File: src/rtl/uart_rx_fifo_if.sv
// Receive FIFO read port between the UART receiver and the register block.
// Head data is first-word-fall-through; rd_en pops on the next clk_bus edge.
// The reader may stall indefinitely; the receiver drops on full and flags overrun.
interface uart_rx_fifo_if #(
  parameter int FIFO_AW = 4
);
  logic               rd_en;
  logic [10:0]        rd_data;
  logic               rd_valid;
  logic [FIFO_AW:0]   fifo_level;

  modport master (output rd_en, input rd_data, input rd_valid, input fifo_level);
  modport slave  (input rd_en, output rd_data, output rd_valid, output fifo_level);
endinterface

File: src/rtl/uart_rx_fifo.sv
// UART receiver (5-8 data bits, parity, 1/2 stop) with per-character flags and an RX FIFO.
// Line fall to push: (1+N+P+S)*div + 2 cycles; rd_valid/fifo_level follow one edge later.
// No backpressure on the line: a character arriving at a full FIFO is dropped and sets overrun.
module uart_rx_fifo #(
  parameter int FIFO_AW = 4,
  parameter int DIV_W   = 16
) (
  input  logic             clk_bus,
  input  logic             rst,
  input  logic             rxd_in,
  input  logic [DIV_W-1:0] divisor,
  input  logic [1:0]       data_bits,
  input  logic [1:0]       parity_mode,
  input  logic             stop2,
  output logic             overrun,
  input  logic             clear_overrun,
  uart_rx_fifo_if.slave    rd
);

  localparam int DEPTH = 1 << FIFO_AW;

  typedef enum logic [2:0] {
    S_IDLE, S_START, S_DATA, S_PARITY, S_STOP, S_WAIT_HIGH
  } state_t;

  state_t state, state_nxt;

  logic             rxd_m, rxd_s;
  logic [DIV_W-1:0] div_in, div_r, cnt, q_pt, h_pt;
  logic [2:0]       last_bit, bit_idx;
  logic             par_en, par_odd, two_stop, stop_idx;
  logic             s_a, s_b, s_c, maj, bit_end;
  logic [7:0]       data_r;
  logic             par_bit, par_err, frame_err;
  logic             fe_now, brk_now, last_stop, start_det, push;
  logic [10:0]      entry;

  // FIFO state
  logic [10:0]        mem [DEPTH];
  logic [FIFO_AW-1:0] wr_ptr, rd_ptr;
  logic [FIFO_AW:0]   level;
  logic               empty, full, do_pop, do_push, drop;

  // Two-flop synchroniser for the asynchronous serial line (idles high)
  always_ff @(posedge clk_bus or posedge rst) begin
    if (rst) begin
      rxd_m <= 1'b1;
      rxd_s <= 1'b1;
    end else begin
      rxd_m <= rxd_in;
      rxd_s <= rxd_m;
    end
  end

  assign div_in    = (divisor < DIV_W'(8)) ? DIV_W'(8) : divisor;
  assign q_pt      = div_r >> 2;
  assign h_pt      = div_r >> 1;
  assign bit_end   = (cnt == div_r - DIV_W'(1));
  assign maj       = (s_a & s_b) | (s_a & s_c) | (s_b & s_c);
  assign start_det = (state == S_IDLE) && !rxd_s;
  assign last_stop = !two_stop || stop_idx;
  assign fe_now    = frame_err | ~maj;
  assign brk_now   = fe_now && (data_r == 8'd0) && !(par_en && par_bit);
  assign entry     = {brk_now, fe_now, par_err, data_r};

  // State register
  always_ff @(posedge clk_bus or posedge rst) begin
    if (rst) state <= S_IDLE;
    else     state <= state_nxt;
  end

  // Next-state decode and push strobe at the end of the last stop bit
  always_comb begin
    state_nxt = state;
    push      = 1'b0;
    case (state)
      S_IDLE:      if (!rxd_s) state_nxt = S_START;
      S_START:     if (bit_end) state_nxt = maj ? S_IDLE : S_DATA;
      S_DATA:      if (bit_end && bit_idx == last_bit) state_nxt = par_en ? S_PARITY : S_STOP;
      S_PARITY:    if (bit_end) state_nxt = S_STOP;
      S_STOP: begin
        if (bit_end && last_stop) begin
          push      = 1'b1;
          state_nxt = fe_now ? S_WAIT_HIGH : S_IDLE;
        end
      end
      S_WAIT_HIGH: if (rxd_s) state_nxt = S_IDLE;
      default:     state_nxt = S_IDLE;
    endcase
  end

  // Bit timer; the start-detect cycle counts as cnt 0 of the start bit
  always_ff @(posedge clk_bus or posedge rst) begin
    if (rst) begin
      cnt <= '0;
    end else if (state == S_IDLE || state == S_WAIT_HIGH) begin
      cnt <= start_det ? DIV_W'(1) : '0;
    end else if (bit_end) begin
      cnt <= '0;
    end else begin
      cnt <= cnt + DIV_W'(1);
    end
  end

  // Three samples per bit at 1/4, 1/2 and 3/4 of the bit period
  always_ff @(posedge clk_bus or posedge rst) begin
    if (rst) begin
      s_a <= 1'b1;
      s_b <= 1'b1;
      s_c <= 1'b1;
    end else begin
      if (cnt == q_pt)        s_a <= rxd_s;
      if (cnt == h_pt)        s_b <= rxd_s;
      if (cnt == q_pt + h_pt) s_c <= rxd_s;
    end
  end

  // Frame format capture at start detect, then data/parity/stop accumulation
  always_ff @(posedge clk_bus or posedge rst) begin
    if (rst) begin
      div_r     <= DIV_W'(8);
      last_bit  <= 3'd7;
      par_en    <= 1'b0;
      par_odd   <= 1'b0;
      two_stop  <= 1'b0;
      bit_idx   <= 3'd0;
      stop_idx  <= 1'b0;
      data_r    <= 8'd0;
      par_bit   <= 1'b0;
      par_err   <= 1'b0;
      frame_err <= 1'b0;
    end else if (start_det) begin
      div_r     <= div_in;
      last_bit  <= 3'd4 + {1'b0, data_bits};
      par_en    <= (parity_mode == 2'b01) || (parity_mode == 2'b10);
      par_odd   <= (parity_mode == 2'b01);
      two_stop  <= stop2;
      bit_idx   <= 3'd0;
      stop_idx  <= 1'b0;
      data_r    <= 8'd0;
      par_bit   <= 1'b0;
      par_err   <= 1'b0;
      frame_err <= 1'b0;
    end else if (bit_end) begin
      case (state)
        S_DATA: begin
          data_r[bit_idx] <= maj;
          bit_idx         <= bit_idx + 3'd1;
        end
        S_PARITY: begin
          par_bit <= maj;
          // even: total ones must be even; odd: total ones must be odd
          par_err <= (^data_r) ^ maj ^ par_odd;
        end
        S_STOP: begin
          frame_err <= fe_now;
          stop_idx  <= 1'b1;
        end
        default: ;
      endcase
    end
  end

  assign empty   = (level == '0);
  assign full    = (level == (FIFO_AW+1)'(DEPTH));
  assign do_pop  = rd.rd_en && !empty;
  assign do_push = push && (!full || do_pop);
  assign drop    = push && full && !do_pop;

  // FIFO storage; contents need no reset because the pointers define validity
  always_ff @(posedge clk_bus) begin
    if (do_push) mem[wr_ptr] <= entry;
  end

  // FIFO pointers and full-width occupancy count
  always_ff @(posedge clk_bus or posedge rst) begin
    if (rst) begin
      wr_ptr <= '0;
      rd_ptr <= '0;
      level  <= '0;
    end else begin
      if (do_push) wr_ptr <= wr_ptr + 1'b1;
      if (do_pop)  rd_ptr <= rd_ptr + 1'b1;
      case ({do_push, do_pop})
        2'b10:   level <= level + 1'b1;
        2'b01:   level <= level - 1'b1;
        default: level <= level;
      endcase
    end
  end

  // Sticky overrun; a drop in the same cycle as a clear wins
  always_ff @(posedge clk_bus or posedge rst) begin
    if (rst)                overrun <= 1'b0;
    else if (drop)          overrun <= 1'b1;
    else if (clear_overrun) overrun <= 1'b0;
  end

  assign rd.rd_data    = empty ? 11'd0 : mem[rd_ptr];
  assign rd.rd_valid   = !empty;
  assign rd.fifo_level = level;

endmodule

File: src/flat_wrapper.sv
// flat-port wrapper written by rule: the top's interface ports become plain ports
module uart_rx_fifo_flat 
#(
  parameter int FIFO_AW = 4,
  parameter int DIV_W   = 16
)
  (clk_bus, rst, rxd_in, divisor, data_bits, parity_mode, stop2, overrun, clear_overrun, rd_rd_en, rd_rd_data, rd_rd_valid, rd_fifo_level);
  uart_rx_fifo_if #(.FIFO_AW(FIFO_AW)) rd_i ();
  input  logic clk_bus;
  input  logic rst;
  input  logic rxd_in;
  input  logic [DIV_W-1:0] divisor;
  input  logic [1:0] data_bits;
  input  logic [1:0] parity_mode;
  input  logic stop2;
  output logic overrun;
  input  logic clear_overrun;
  input wire logic [$bits(rd_i.rd_en)-1:0] rd_rd_en;
  output wire logic [$bits(rd_i.rd_data)-1:0] rd_rd_data;
  output wire logic [$bits(rd_i.rd_valid)-1:0] rd_rd_valid;
  output wire logic [$bits(rd_i.fifo_level)-1:0] rd_fifo_level;
  assign rd_i.rd_en = rd_rd_en;
  assign rd_rd_data = rd_i.rd_data;
  assign rd_rd_valid = rd_i.rd_valid;
  assign rd_fifo_level = rd_i.fifo_level;
  uart_rx_fifo #(.FIFO_AW(FIFO_AW), .DIV_W(DIV_W)) u_core (.clk_bus(clk_bus), .rst(rst), .rxd_in(rxd_in), .divisor(divisor), .data_bits(data_bits), .parity_mode(parity_mode), .stop2(stop2), .overrun(overrun), .clear_overrun(clear_overrun), .rd(rd_i));
endmodule
File: config.mk
export PLATFORM = sky130hd
export DESIGN_NAME = uart_rx_fifo_flat
export DESIGN_NICKNAME = d
export VERILOG_FILES = /design/src/rtl/uart_rx_fifo_if.sv /design/src/rtl/uart_rx_fifo.sv /design/src/flat_wrapper.sv
export SDC_FILE = /design/constraint.sdc
export NUM_CORES = 1
export LEC_CHECK = 0
export CAP_MARGIN = 5
export CELL_PAD_IN_SITES_DETAIL_PLACEMENT = 0
export CELL_PAD_IN_SITES_GLOBAL_PLACEMENT = 1
export CORE_ASPECT_RATIO = 1.25
export CORE_UTILIZATION = 31
export CTS_CLUSTER_SIZE = 40
export DETAILED_ROUTE_END_ITERATION = 8
export PLACE_DENSITY_LB_ADDON = 0.1
export SETUP_SLACK_MARGIN = 0.15
export SYNTH_ARGS = -nofsm -noshare
export SYNTH_HDL_FRONTEND = slang
export SYNTH_SLANG_ARGS = --single-unit
File: constraint.sdc
create_clock -name clk_bus -period 6.29 [get_ports clk_bus]
set_clock_uncertainty 0.2 [all_clocks]
set_input_delay 1.258 -clock clk_bus [delete_from_list [all_inputs] [get_ports clk_bus]]
set_output_delay 1.258 -clock clk_bus [all_outputs]
set_load 0.02 [all_outputs]
==> metrics.cfg <==
[global_routing]
grt_pass1_wl_um = 49500
antenna_found_initial = 0
grt_overflow = 0
grt_start_max_net_pins = 55
first_global_vias = 7792
grtUsageTotal = 0.164

[power]
peakVddDrop_v = 0.000207
power_density_nw_per_um2 = 320
p_leak_nw = 5.39

[hold_path]
hold_path.class = flip-flop to flip-flop

[cts]
htree_levels = 1
cts-resized-gates = 0
root_buffer = clkbuf_16
postCtsSetupRepairBufs = 0
cts_buffers = 29
cts_sinks = 250
clk_latency_ps = 570
cts_tree = built
clkSlewWorstSetupHoldPaths_ps = 60
cts_hold_buf = 0
cts_max_path_buffers = 3

[yosys]
ys_types = 77
syn_area_um2 = 12500
ys_top_cells_by_area = edfxtp_1, dfrtp_1, mux4_2
synth_edf_count = 176
yosysWarnings = 0
synth-async-reset-ratio = 0.296
synth_area_per_cell_um2 = 13.7
yosysTopAreaCellShare = 0.422
ys_seq_area_frac = 0.571
yosys.area.top_type = edfxtp_1
synthCells = 913
synth_seq_cells = 250
ys.flop_type = edfxtp_1
synth_fp_nets = 985

[job]
drv_cap = 0

[timing]
relSlewSlack = 0.306
finalCritPeriodShare = 0.795
setup_violations = 0
setup_tns_ps = 0
setup_slack_ps = 1290
fmax_mhz = 200
rsz0062_at_grt = false
finalHoldViolations = 0
report.final.slew_viol_count = 0
worst_slew_pin_slew_ps = 1040
timing.final.crit_period_ps = 5000

[route]
drtAntennaViolNets = 0
drt-total-wl_um = 32700
first_pass_iters = 4
drc = 0
routedWlPerCell_um = 22.2
num_vias = 7267
dr.first_iter.drc_count = 387
vias_per_cell = 4.93

[floorplanning]
pin_count = 44
rows = 81
start_util = 0.317
die_x_um = 182
die_h_um = 227
dieArea_um2 = 41200
core_area_um2 = 39500

[place]
place_ws_ps = 1800
gp_congestion = 0.775
dp.cells = 1420
io_buffers = 43
dp_hpwl_um = 22300

[finish]
n_antenna_cell = 0
area_delta_synth_final_pct = 15.4
utilization = 0.366
fillers = 3836
drive_gt1_frac = 0.153
instances_no_fill = 1474
fin_nets = 1025

[critical_path]
r2r_slack_ps = 2000
critPathMaxStageDelay_ps = 1030
cpMostUsedCell = mux4_2
endpoint_kind = output pin
crit_path_cell_trace = mux4_2 > mux4_2 > nor2b_1 > clkdlybuf4s50_1
required_ps = 4830
path_max_fanout = 47
critPathLaunchType = flip-flop
cp_slowest_cell = dfrtp_4
crit_type = flip-flop to output pin
arrival_ps = 3540

[outcome]
status = finished clean

[synth_stat cells, types with 13 or more instances]
library cell and instances:
edfxtp_1 176, ha_1 45, nor2b_1 17, nand3_1 21
buf_2 15, xor2_1 50, dfrtp_1 66, nor2_1 53
a21oi_1 18, inv_1 49, clkbuf_1 20, xnor2_1 60
nor3_1 14, mux4_2 55, nand4_1 13, o21ai_0 30
nand2_1 60, and2_1 16
[metrics by stage]
step           cell area (um2)  hold WS, ps  power (mW)
2_1_floorplan            12500          145        2.63
3_3_place_gp             13400          147        2.92
3_5_place_dp             13400          149        2.92
4_1_cts                  14500          155        4.71
5_1_grt                  14500          163        4.83
6_report                 14500          154        4.62
[critical path: cells and delay by family, from the launching register on]
kind | cells | cell delay (ps)
buf+inv | 1 | 580
mux | 2 | 1110
simple gates | 1 | 180
flops | 1 | 1030
[cells in the final DEF, fill, tap and decap left out, types with 3 or more instances in the layout]
cell / instances
ha_1: 45
mux2i_1: 11
nor4_1: 7
mux4_2: 55
inv_1: 48
o21ai_1: 3
a21oi_1: 18
edfxtp_1: 176
o21ai_0: 30
xor2_1: 50
bufinv_16: 5
nand4_1: 13
and3_1: 6
a21o_1: 6
clkbuf_1: 6
or4_1: 4
xnor2_1: 60
and2_1: 16
nor3_1: 14
mux2_2: 4
o21a_1: 4
nand2_1: 60
nor2b_1: 17
dfstp_2: 8
clkbuf_16: 29
nor2_1: 51
clkinv_1: 4
clkdlybuf4s50_1: 43
clkinvlp_4: 3
o211ai_1: 4
a31oi_1: 8
o22ai_1: 4
inv_6: 3
nand3_1: 21
buf_4: 9
nor4_2: 5
dfrtp_1: 64
[per-layer routing]
metal  GRT usage  vias up  wire (um)
met4      0.0612        0       1020
met3      0.0202       46       1080
met1       0.181     3666      12600
met5           0        -          0
li1            -     3434          -
met2       0.319      121      18100
[cell families after synthesis]
logic type                 count (synthesis)  synth area share
buffers and inverters                     92            0.0322
AOI/OAI and AO/OA                         98            0.0499
xor gates and xnor gates                 112            0.0800
and+or+nand+nor                          242             0.106
DFF                                      250             0.571
muxes                                     72             0.114
adders and majority gates                 47            0.0473
[path summary, 6_finish.rpt]
path | startpoint | to | cells past startpoint
worst min-delay path | u_core.rxd_m$_DFF_PP1_ | u_core.rxd_s$_DFF_PP1_ | 0
max in group asynchronous | rst | u_core.div_r[6]$_DFFE_PP0P_ | 3
min in group asynchronous | rst | u_core.rd.fifo_level[1]$_DFFE_PP0P_ | 2
worst max register to register | u_core.div_r[2]$_DFFE_PP0P_ | u_core.mem[4][5]$_DFFE_PP_ | 10
worst max-delay path | u_core.rd_ptr[0]$_DFFE_PP0P_ | rd_rd_data[6] | 4
worst min register to register | u_core.rxd_m$_DFF_PP1_ | u_core.rxd_s$_DFF_PP1_ | 0
[flip-flops by register name, summed over array words and instances (netlist names), 2 cells and up]
name                  count
u_core.wr_ptr             4
u_core.bit_idx            3
u_core.cnt               16
u_core.data_r             8
u_core.mem              176
u_core.rd_ptr             4
u_core.state              3
u_core.div_r             16
u_core.last_bit           2
u_core.rd.fifo_level      5
[power breakdown]
group / switching, mW / internal [mW]
Combinational: 0.319 / 0.444
Clock: 0.688 / 1.08
Sequential: 0.287 / 1.80
[layout make-up]
class	count	area, um2	share of cell area
multi-input combinational	571	4990	0.345
clock buffer	37	776	0.0537
tap	498	623	0.0431
timing repair buffer	52	498	0.0345
clock inverter	17	228	0.0158
sequential	250	7150	0.495
inverter	49	185	0.0128
No activity file was read; power rests on OpenSTA's default activity.
